--- src/rtl/uart_pkg.sv ---
// Shared UART definitions: shifter states, frame geometry and default baud divisor.
// Shared by the byte transmitter and the planned receiver.
package uart_pkg;

  typedef enum logic [1:0] {
    IDLE,
    START,
    DATA,
    STOP
  } state_t;

  localparam int DATA_BITS            = 8;
  localparam int DEFAULT_CLKS_PER_BIT = 868;

endpackage

--- src/rtl/uart_byte_tx_if.sv ---
// Handshake between the host output handler (master) and the UART byte transmitter (slave).
// The byte is carried on 'data' because 'byte' is a reserved word in SystemVerilog.
interface uart_byte_tx_if;
  import uart_pkg::*;

  logic                 rts;
  logic [DATA_BITS-1:0] data;
  logic                 ready;
  logic                 busy;
  logic                 done;

  modport master (
    output rts,
    output data,
    input  ready,
    input  busy,
    input  done
  );

  modport slave (
    input  rts,
    input  data,
    output ready,
    output busy,
    output done
  );

endinterface

--- src/rtl/uart_baud_tick.sv ---
// Free-running bit-period counter: tick on the last cycle of each bit,
// pre_tick one cycle earlier. The receiver will reuse it.
module uart_baud_tick import uart_pkg::*; #(
  parameter int CLKS_PER_BIT = DEFAULT_CLKS_PER_BIT
) (
  input  logic clk,
  input  logic rst,
  input  logic clear,
  output logic tick,
  output logic pre_tick
);

  localparam int W = (CLKS_PER_BIT > 1) ? $clog2(CLKS_PER_BIT) : 1;
  localparam logic [W-1:0] LAST = W'(CLKS_PER_BIT - 1);
  localparam logic [W-1:0] PRE  = W'(CLKS_PER_BIT - 2);

  logic [W-1:0] count;

  always_ff @(posedge clk) begin
    if (rst || clear) begin
      count <= '0;
    end else if (tick) begin
      count <= '0;
    end else begin
      count <= count + W'(1);
    end
  end

  assign tick     = (count == LAST);
  assign pre_tick = (count == PRE);

endmodule

--- src/rtl/uart_byte_tx.sv ---
// 8N1/8N2 UART transmitter with a one-entry holding register in front of the shifter,
// so a byte queued during a frame starts right after the last stop bit.
module uart_byte_tx import uart_pkg::*; #(
  parameter int CLKS_PER_BIT = DEFAULT_CLKS_PER_BIT,
  parameter int STOP_BITS    = 1
) (
  input  logic           clk,
  input  logic           rst,
  uart_byte_tx_if.slave  host,
  output logic           tx
);

  localparam int IDX_W = $clog2(DATA_BITS);
  localparam logic [IDX_W-1:0] DATA_LAST = IDX_W'(DATA_BITS - 1);
  localparam logic [IDX_W-1:0] STOP_LAST = IDX_W'(STOP_BITS - 1);

  state_t               state;
  logic [DATA_BITS-1:0] holding;
  logic                 holding_full;
  logic [DATA_BITS-1:0] shift;
  logic [IDX_W-1:0]     bit_idx;
  logic                 tick;
  logic                 pre_tick;
  logic                 baud_clear;
  logic                 stop_last;
  logic                 stop_end;
  logic                 load;
  logic                 accept;

  // The counter sits at zero while idle so each frame starts on a fresh bit period.
  assign baud_clear = (state == IDLE);

  uart_baud_tick #(.CLKS_PER_BIT(CLKS_PER_BIT)) baud (
    .clk      (clk),
    .rst      (rst),
    .clear    (baud_clear),
    .tick     (tick),
    .pre_tick (pre_tick)
  );

  assign stop_last = (bit_idx == STOP_LAST);
  assign stop_end  = (state == STOP) && stop_last && tick;
  assign load      = holding_full && ((state == IDLE) || stop_end);

  // A load frees the holding slot on the same edge, so a strobe then is still taken.
  assign accept     = host.rts && (!holding_full || load);
  assign host.ready = !holding_full;
  assign host.busy  = (state != IDLE) || holding_full;

  always_ff @(posedge clk) begin
    if (rst) begin
      holding_full <= 1'b0;
      holding      <= '0;
    end else if (accept) begin
      holding_full <= 1'b1;
      holding      <= host.data;
    end else if (load) begin
      holding_full <= 1'b0;
    end
  end

  // done is raised one cycle ahead so it coincides with the final stop-bit cycle.
  always_ff @(posedge clk) begin
    if (rst) begin
      state     <= IDLE;
      shift     <= '0;
      bit_idx   <= '0;
      tx        <= 1'b1;
      host.done <= 1'b0;
    end else begin
      host.done <= (state == STOP) && stop_last && pre_tick;
      case (state)
        IDLE: begin
          tx <= 1'b1;
          if (load) begin
            shift   <= holding;
            bit_idx <= '0;
            tx      <= 1'b0;
            state   <= START;
          end
        end
        START: begin
          if (tick) begin
            tx      <= shift[0];
            bit_idx <= '0;
            state   <= DATA;
          end
        end
        DATA: begin
          if (tick) begin
            if (bit_idx == DATA_LAST) begin
              tx      <= 1'b1;
              bit_idx <= '0;
              state   <= STOP;
            end else begin
              shift   <= shift >> 1;
              tx      <= shift[1];
              bit_idx <= bit_idx + IDX_W'(1);
            end
          end
        end
        STOP: begin
          if (tick) begin
            if (stop_last) begin
              bit_idx <= '0;
              if (load) begin
                shift <= holding;
                tx    <= 1'b0;
                state <= START;
              end else begin
                tx    <= 1'b1;
                state <= IDLE;
              end
            end else begin
              bit_idx <= bit_idx + IDX_W'(1);
            end
          end
        end
        default: begin
          tx    <= 1'b1;
          state <= IDLE;
        end
      endcase
    end
  end

endmodule

--- src/flat_wrapper.sv ---
// flat-port wrapper written by rule: the top's interface ports become plain ports
module uart_byte_tx_flat import uart_pkg::*;
#(
  parameter int CLKS_PER_BIT = DEFAULT_CLKS_PER_BIT,
  parameter int STOP_BITS    = 1
)
  (clk, rst, tx, host_rts, host_data, host_ready, host_busy, host_done);
  uart_byte_tx_if host_i ();
  input  logic clk;
  input  logic rst;
  output logic tx;
  input wire logic [$bits(host_i.rts)-1:0] host_rts;
  input wire logic [$bits(host_i.data)-1:0] host_data;
  output wire logic [$bits(host_i.ready)-1:0] host_ready;
  output wire logic [$bits(host_i.busy)-1:0] host_busy;
  output wire logic [$bits(host_i.done)-1:0] host_done;
  assign host_i.rts = host_rts;
  assign host_i.data = host_data;
  assign host_ready = host_i.ready;
  assign host_busy = host_i.busy;
  assign host_done = host_i.done;
  uart_byte_tx #(.CLKS_PER_BIT(CLKS_PER_BIT), .STOP_BITS(STOP_BITS)) u_core (.clk(clk), .rst(rst), .host(host_i), .tx(tx));
endmodule
--- config.mk ---
export PLATFORM = sky130hd
export DESIGN_NAME = uart_byte_tx_flat
export DESIGN_NICKNAME = d
export VERILOG_FILES = /design/src/rtl/uart_pkg.sv /design/src/rtl/uart_byte_tx_if.sv /design/src/rtl/uart_baud_tick.sv /design/src/rtl/uart_byte_tx.sv /design/src/flat_wrapper.sv
export SDC_FILE = /design/constraint.sdc
export NUM_CORES = 1
export LEC_CHECK = 0
export ABC_AREA = 1
export ABC_CLOCK_PERIOD_IN_PS = 2009
export CORE_UTILIZATION = 45
export DETAILED_ROUTE_END_ITERATION = 10
export SLEW_MARGIN = 20
export SYNTH_ARGS = -nofsm -noshare
export SYNTH_HDL_FRONTEND = slang
export SYNTH_SLANG_ARGS = --single-unit
--- constraint.sdc ---
create_clock -name clk -period 2.01 [get_ports clk]
set_input_delay 0.201 -clock clk [delete_from_list [all_inputs] [get_ports clk]]
set_output_delay 0.201 -clock clk [all_outputs]
set_load 0.02 [all_outputs]
==> flow_metrics.py <==
metrics = {
    "synthesis": {
        "synth-compound-area-share_pct": 13.6,
        "synth_mux_area_share_pct": 1.72,
        "synth_simple_gate_area_share_pct": 30.8,
        "ys_async_sr_fraction_pct": 0,
        "syn_area_mm2": 0.00174,
        "synthTopCellsByArea": "dfxtp_1 (39%), nand2_1 (7.3%), ha_1 (7.2%), nor2_1 (6.2%), a21oi_1 (5.7%)",
        "yosysTopAreaCell": "dfxtp_1",
        "synth-xor-area-share_pct": 0,
        "ys.flop_type": "dfxtp_1",
        "synth_edf_count": 0,
        "synthCells": 228,
        "synth-seq-area-share_pct": 39.1,
        "synthAdderAreaFrac_pct": 7.18,
        "yosys_warnings": 0,
        "ys_types": 34,
        "synth_top_area_share_pct": 39.1,
        "synth_nets": 249,
        "avgSynthCellArea_um2": 7.64,
        "synth_seq_cells": 34,
        "synth_top_family_by_area": "simple AND/OR/NAND/NOR gates",
    },
    "power": {
        "p_total_mw": 2.27,
        "p_seq_share_pct": 40.1,
        "p_int_mw": 1.41,
        "vdd_drop_max_mv": 0.576,
        "clkPwrFrac_pct": 23.3,
        "switching_share_pct": 38.1,
        "cellLeakagePower_nw": 0.837,
        "p_sw_mw": 0.866,
        "p_comb_share_pct": 36.6,
        "p_per_area_mw_per_mm2": 1130,
    },
    "sta": {
        "timing.final.ws_setup_ps": 212,
        "tightest_slew_ps": 406,
        "whs_ps": 454,
        "rsz0062_at_grt": "false",
        "min_period_over_period_pct": 89.4,
        "skew_ps": 6.38,
        "final_hold_viol_count": 0,
        "setup_viol": 0,
        "min_period_ps": 1800,
        "final.setup.tns_ps": 0,
        "drv_slew": 0,
        "relSlewSlack_pct": 72.6,
        "clock.fmax_ghz": 0.556,
    },
    "global_routing": {
        "grt_max_degree": 20,
        "grt_use_total_pct": 19.2,
        "grt-ovfl-total": 0,
        "first_global_vias": 1346,
        "antenna_found_initial": 0,
        "grt_pass1_wl_um": 6060,
    },
    "layout": {
        "mostFrequentLayoutCells": "nand2_1 (34), dfxtp_1 (34), nor2_1 (29)",
        "diodes": 0,
        "fin_util_pct": 54.4,
        "areaGrowthSynthToFinish_pct": 15.2,
        "drive_gt1_share_pct": 15.4,
        "nets": 266,
        "finalNonFillerCells": 294,
        "fill_cells": 386,
        "stdcell_area_mm2": 0.00201,
    },
    "routing": {
        "ant_nets": 0,
        "wl_per_cell_um": 11.8,
        "first_pass_iters": 4,
        "drc_errors": 0,
        "routed_wirelength_um": 3480,
        "vias_per_cell": 4.85,
        "vias": 1427,
        "dr.first_iter.drc_count": 90,
    },
    "worst_hold_path": {
        "hp-class": "flip-flop to flip-flop",
        "worstHoldStart": "u_core.holding[4]$_SDFFE_PP0P_",
    },
    "die": {
        "start_util_pct": 47.3,
        "die_width_um": 64.2,
        "io-pin-count": 15,
        "rows": 22,
        "coreArea_mm2": 0.00369,
        "die_h_um": 64.2,
        "die_area_mm2": 0.00413,
    },
    "setup_path": {
        "max_stage_delay_ps": 400,
        "rr_startpoint": "u_core.state[0]$_SDFFE_PP0P_",
        "crit_start": "u_core.state[0]$_SDFFE_PP0P_",
        "critPathTopFamily": "simple AND/OR/NAND/NOR gates",
        "path_max_fanout": 13,
        "cpMostUsedCell": "nor2_1",
        "crit_chain": "inv_1 -> ha_1 -> nor2_1 -> inv_1 -> a21oi_4 -> nand2_2 -> nor2_1 -> nor2_1",
        "critPathBufInv": 2,
        "cp-start-kind": "flip-flop",
        "cp_slowest_cell": "dfxtp_1",
        "crit_arrival_ps": 1980,
        "worstSetupPathType": "flip-flop to flip-flop",
        "worst_setup_path_end_kind": "flip-flop",
        "crit_required_ps": 2190,
    },
    "cts": {
        "insertion_delay_ps": 280,
        "numCtsBuffers": 5,
        "post_cts_buffers": 0,
        "root_buffer": "clkbuf_8",
        "cts_hold_buffers": 0,
        "cts_resized": 0,
        "cts_sinks": 34,
        "clk_path_buf_depth": 2,
        "htree_levels": 2,
        "clk_pin_slew_worst_paths_ps": 70,
        "cts_tree": "built",
    },
    "run_status": {
        "status": "complete, no violations",
    },
    "flow_run": {
        "maxCapViolations": 0,
    },
    "placement": {
        "pre_cts_ws_ps": 245,
        "place_inst": 286,
        "gp_congestion": 0.914,
        "io_buffers": 14,
        "placed_area_mm2": 0.00191,
        "place_hpwl_um": 2480,
    },
}
==> state kept, by name (all words and copies together) (netlist names) <==
register             flops
u_core.state             2
u_core.baud.count       10
u_core.tx                1
u_core.bit_idx           3
u_core.host.done         1
u_core.holding           8
u_core.holding_full      1
u_core.shift             8
==> cells by family (layout without fill, tap and decap cells) <==
group,count (synthesis),count (layout)
AO/OA/AOI/OAI,42,42
adder cells (fa/ha/maj),10,10
buffers and inverters,30,48
flip-flops,34,34
multiplexers,3,3
AND/OR/NAND/NOR,109,109
==> worst min-delay path, stage by stage (launching register included) <==
cell	delay, ps
dfxtp_1	300
inv_1	50
a21oi_1	60
==> layer usage <==
metal / share of wire, % / track usage, % / vias to the layer above
li1: - / - / 771
met1: 54 / 26.4 / 632
met2: 42 / 28.6 / 19
met3: 2.6 / 4.29 / 5
met4: 1.5 / 8.33 / 0
met5: 0 / 0 / -
==> synthesized netlist by cell type, types with 2 or more instances <==
cell type,n
dfxtp_1,34
nand3_2,5
buf_6,2
nor2_4,2
o21ai_1,3
inv_1,19
inv_2,4
o21ai_0,13
nand2_2,10
buf_2,2
nor2_1,29
nand3_1,14
a21oi_1,20
nor2_2,3
ha_1,10
nand2_1,34
a21oi_2,2
nor3_1,4
mux2i_1,3
==> path summary, 6_finish.rpt <==
kind                                         end  slack (ps)  cells past startpoint
setup / recovery    u_core.shift[4]$_SDFFE_PP0P_         210                      8
hold / removal    u_core.holding[4]$_SDFFE_PP0P_         450                      2
setup reg to reg    u_core.shift[4]$_SDFFE_PP0P_         210                      8
hold reg to reg   u_core.holding[4]$_SDFFE_PP0P_         450                      2
==> power groups by stage <==
stage	sequential (mW)	clock [mW]	combinational, mW
after floorplan	0.907	0	0.672
after global placement	0.922	0	0.826
after detailed placement	0.925	0	0.832
after CTS	0.911	0.541	0.835
after global routing	0.929	0.578	0.957
final	0.911	0.529	0.831
==> layout make-up <==
class                           count  area [um2]  share of cell area, %
Multi-Input combinational cell    164         928                   46.2
Sequential cell                    34         681                   33.9
Timing Repair Buffer               16         158                   7.85
Inverter                           24        90.1                   4.49
Clock buffer                        7        86.3                   4.30
Tap cell                           48        60.1                   2.99
Clock inverter                      1        5.00                  0.249
Power figures use the tool's default switching activity.
==> variant 1: new RTL, same settings <==
The package constant `DATA_BITS` goes from 8 to 16.
--- a/src/rtl/uart_pkg.sv
+++ b/src/rtl/uart_pkg.sv
@@ -9,7 +9,7 @@
     STOP
   } state_t;
 
-  localparam int DATA_BITS            = 8;
+  localparam int DATA_BITS            = 16;
   localparam int DEFAULT_CLKS_PER_BIT = 868;
 
 endpackage
Interface: changed (resized host_data); port bits go from 15 to 23. The function was not compared with the original's and may differ.
==> variant 1 against the unedited design <==
Final cell count rose by 46%. Power is 67% higher. Die area is 44% higher. Routed wire length up 38%. Synthesized area rose by 46%. Sequential cell count increased by 17. Final area is 46% higher. Largest power group is now combinational cells. First-iteration DRC count fell by 30%. Worst setup slack better by 0.0016 ns. Critical path type unchanged. Critical endpoint is now u_core.shift[5]. Highest routed layer unchanged.
==> variant 1: results (changes against the unedited design) <==
.. list-table::
   :header-rows: 1

   * - Metric
     - Value
   * - Post-synthesis net count
     - 363 (+46%)
   * - Non-clock buffer total of the final layout
     - 31 (+15)
   * - Gr usage total
     - 18.0% (-1.2 points)
   * - Switching power share of the total
     - 41.3% (+3.2 points)
   * - Run status
     - finished clean
   * - Power of the clock network
     - 595 uW (+12%)
   * - Filler-free cell count of the finished design
     - 429 (+46%)
   * - Final-layout non-clock buffer area share
     - 10.3% (+2.5 points)
   * - Arithmetic-cell share of the synthesized area counting full adders, half adders and majority gates
     - 4.42% (-2.8 points)
   * - Clk pin slew, worst setup/hold paths
     - 0.09 ns (+0.02 ns)
   * - Source-to-sink clock delay at the later pin of the worst-skew pair
     - 0.30 ns (+0.02 ns)
   * - Proportion of synthesized chip area in sequential cells
     - 40.1% (+1.1 points)
   * - Final-layout clock buffer total
     - 6 (-1)
   * - Static Leakage
     - 0.00120 uW (+43%)
   * - Remaining max-slew budget at the tightest pin
     - 70.7% (-1.9 points)
   * - Worst path slowest cell
     - dfxtp_2
   * - Fraction of power consumed by sequential logic
     - 36.3% (-3.8 points)
   * - Met1 global-route usage
     - 23.0% (-3.4 points)
   * - Number of distinct library cell variants in the gate-level netlist after synthesis
     - 28 (-18%)
   * - Number of sinks driven by the clock tree
     - 51 (+50%)
   * - Data arrival at the endpoint of the critical path
     - 2.03 ns (+0.05 ns)
   * - Fraction of layout instances using a drive strength above 1
     - 14.6% (-0.88 points)
   * - Area contributors post-synth
     - dfxtp_1, nand2_1, nor2_1, a21oi_1, nand3_1
   * - Layout Utilization
     - 53.6% (-0.81 points)
   * - Global routing usage on met2
     - 29.5% (+0.88 points)
   * - Length of routed met2 wiring
     - 2.19 mm (+50%)
   * - Met3 Use GR
     - 3.81% (-0.48 points)
   * - Number of multi-input combinational cells in the layout
     - 246 (+50%)
   * - Met1 Wirelength
     - 2.37 mm (+27%)
   * - Largest fanout on the critical path
     - 21 (+8)
   * - Number of filler instances in the final layout
     - 578 (+50%)
   * - Post-synthesis share of cell area spent on xor and xnor gates
     - 2.06% (+2.1 points)
   * - Placed cell count
     - 422 (+48%)
   * - Max VDD drop
     - 0.601 mV (+4.5%)
   * - Final weighted congestion in routability-driven placement
     - 0.782 (-14%)
[variant 1: changes by cell type after synthesis, sizes merged, moves of 4 or more]
cell	delta
nand2	+41
dfxtp	+17
nand3	+15
a21oi	+14
nor2	+8
clkbuf	+6
buf	+4
xor2	+4
[variant 1: what timing repair did]
item	CTS	global route
setup endpoints to repair	0	7
hold buffers	0	0
gates resized for setup	0	3
[variant 1: kinds of logic (layout without fill, tap and decap cells)]
kind of cell,after synthesis,count (layout)
compound gates,50,50
xor+xnor,6,6
fa+ha+maj,9,9
buf+inv,38,60
flops,51,51
mux,6,6
simple gates,175,175
[variant 1: final timing paths]
kind                         from                    to  slack (ns)  cells after the start
max               u_core.state[0]       u_core.shift[5]        0.21                     11
max reg2reg       u_core.state[0]       u_core.shift[5]        0.21                     11
min reg2reg  u_core.baud.count[0]  u_core.baud.count[0]        0.45                      1
min          u_core.baud.count[0]  u_core.baud.count[0]        0.45                      1
==> variant 2: new RTL, config.mk and constraints unchanged <==
Without the edit above. Reset style: asynchronous (`rst`), changed in 2 clocked blocks.
--- a/src/rtl/uart_byte_tx.sv
+++ b/src/rtl/uart_byte_tx.sv
@@ -47,7 +47,7 @@
   assign host.ready = !holding_full;
   assign host.busy  = (state != IDLE) || holding_full;
 
-  always_ff @(posedge clk) begin
+  always_ff @(posedge clk or posedge rst) begin
     if (rst) begin
       holding_full <= 1'b0;
       holding      <= '0;
@@ -60,7 +60,7 @@
   end
 
   // done is raised one cycle ahead so it coincides with the final stop-bit cycle.
-  always_ff @(posedge clk) begin
+  always_ff @(posedge clk or posedge rst) begin
     if (rst) begin
       state     <= IDLE;
       shift     <= '0;
Check against the original RTL: differs if rst is asserted again (counterexample within 4 cycles, from zero or initial values and one cycle with rst high); with rst held inactive, the same outputs for 10 cycles.
==> variant 2 against the unedited design <==
Die area up 0.42%. Final area up 1.7%. Routed wire length down 6.4%. Sequential cell count unchanged. Utilization up 0.95 points. Synthesized area up 0.43%. Hold slack worse by 0.13 ns. Worst setup slack better by 0.0092 ns. Largest cell class unchanged.
Power is not compared: it rests on default switching activity, and its combinational part moved more than twofold at a synthesized area within 25%.
==> variant 2: results (changes against the unedited design) <==
.. list-table::
   :header-rows: 1

   * - Metric
     - Value
   * - Synth Area per Inst
     - 7.99 um^2 (+4.6%)
   * - Run status
     - finished clean
   * - Min-Delay Path Class
     - in2async
   * - Global-route wire length before repair
     - 5.82 mm (-3.9%)
   * - Total vias in the final route
     - 1408 (-1.3%)
   * - Area contributors post-synth
     - dfrtp_1, nand2_1, dfxtp_1, ha_1, nand3_1
   * - Drt wl/cell
     - 11.3 um (-4.4%)
   * - Gr usage total
     - 18.4% (-0.80 points)
   * - Cell depth of the worst flop-to-flop path
     - 8 (unchanged)
   * - Post-detail-place hpwl
     - 2.49 mm (+0.45%)
   * - Setup skew after layout
     - 0.00255 ns (-0.00383 ns)
   * - Via-to-Cell Ratio
     - 4.89 (+0.72%)
   * - Maximum number of pins on one net before global-route repair
     - 25 (+25%)
   * - Hold slack final
     - 0.327 ns (-0.127 ns)
   * - Synth async-reset ratio
     - 70.6% (+71 points)
   * - Largest fanout on the critical path
     - 11 (-2)
   * - Post-synthesis net count
     - 240 (-3.6%)
   * - Commonest cells in the synthesized netlist
     - nand2_1, dfrtp_1, nand3_1
   * - Placed cell count
     - 280 (-2.1%)
   * - Critical R2R Launch
     - u_core.state[0]
   * - Number of global-route vias before repair
     - 1347 (+0.074%)
   * - Proportion of synthesized chip area in sequential cells
     - 45.8% (+6.8 points)
   * - Final weighted congestion in routability-driven placement
     - 0.860 (-6.0%)
   * - Remaining max-slew budget at the tightest pin
     - 74.1% (+1.5 points)
   * - Data arrival at the endpoint of the critical path
     - 1.96 ns (-0.02 ns)
   * - Critical R2R Capture
     - u_core.shift[6]
   * - Nets
     - 260 (-2.3%)
   * - Number of distinct library cell variants in the gate-level netlist after synthesis
     - 29 (-15%)
   * - Fraction of layout instances using a drive strength above 1
     - 13.8% (-1.7 points)
## variant 2: routing by layer
layer / wire length [um] / part of all wire [%] / vias to the layer above / global-route usage (%)
met5: 0 / 0 / - / 0
met4: 40 / 1.2 / 0 / 5.83
met3: 186 / 5.7 / 4 / 5.36
met2: 1560 / 48 / 38 / 30.8
met1: 1470 / 45 / 633 / 22.7
li1: - / - / 733 / -
## variant 2: how the worst max path moves through the flow
stage / end / slack, ns / cells after the start
floorplan: u_core.shift[0] / 0.44 / 9
global placement: u_core.shift[6] / 0.27 / 8
detailed placement: u_core.shift[6] / 0.24 / 8
CTS: host_busy / 0.03 / 4
global route: u_core.state[0] / 0.03 / 7
finish: u_core.shift[6] / 0.22 / 8
## variant 2: area by class of cell
cell class	count	area (um^2)	share of cell area [%]
multi-input combinational	165	871	42.6
sequential	34	802	39.3
timing repair buffer	15	150	7.35
clock inverter	1	5.00	0.245
tap	48	60.1	2.94
inverter	18	68.8	3.37
clock buffer	7	86.3	4.23
## variant 2: cell families after synthesis
logic type | synth area share (%)
AND/OR/NAND/NOR | 35.7
buffers and inverters | 4.43
AO/OA/AOI/OAI | 5.93
flip-flops | 45.8
XOR/XNOR | 1.00
adder cells (fa/ha/maj) | 7.15
## variant 2: through the flow
step,area (um^2),setup WS [ns]
2_1_floorplan,1750,0.445
3_3_place_gp,1950,0.274
3_5_place_dp,1950,0.237
4_1_cts,2040,0.0283
5_1_grt,2040,0.0270
6_report,2040,0.222
## variant 2: critical path: stages, from the launching register on
cell and delay, ns:
dfrtp_1 0.42, inv_1 0.11, ha_1 0.35, nor2_1 0.21, inv_2 0.08, a21oi_4 0.28, nand2_4 0.12, nand2_1 0.08
nand2_1 0.05
## variant 2: power groups by stage
stage	Clock, uW	Combinational (uW)	Sequential, uW
after global placement	0	156	796
final	512	156	783
after detailed placement	0	157	796
after floorplan	0	111	779
after CTS	538	159	783
after global routing	564	183	789
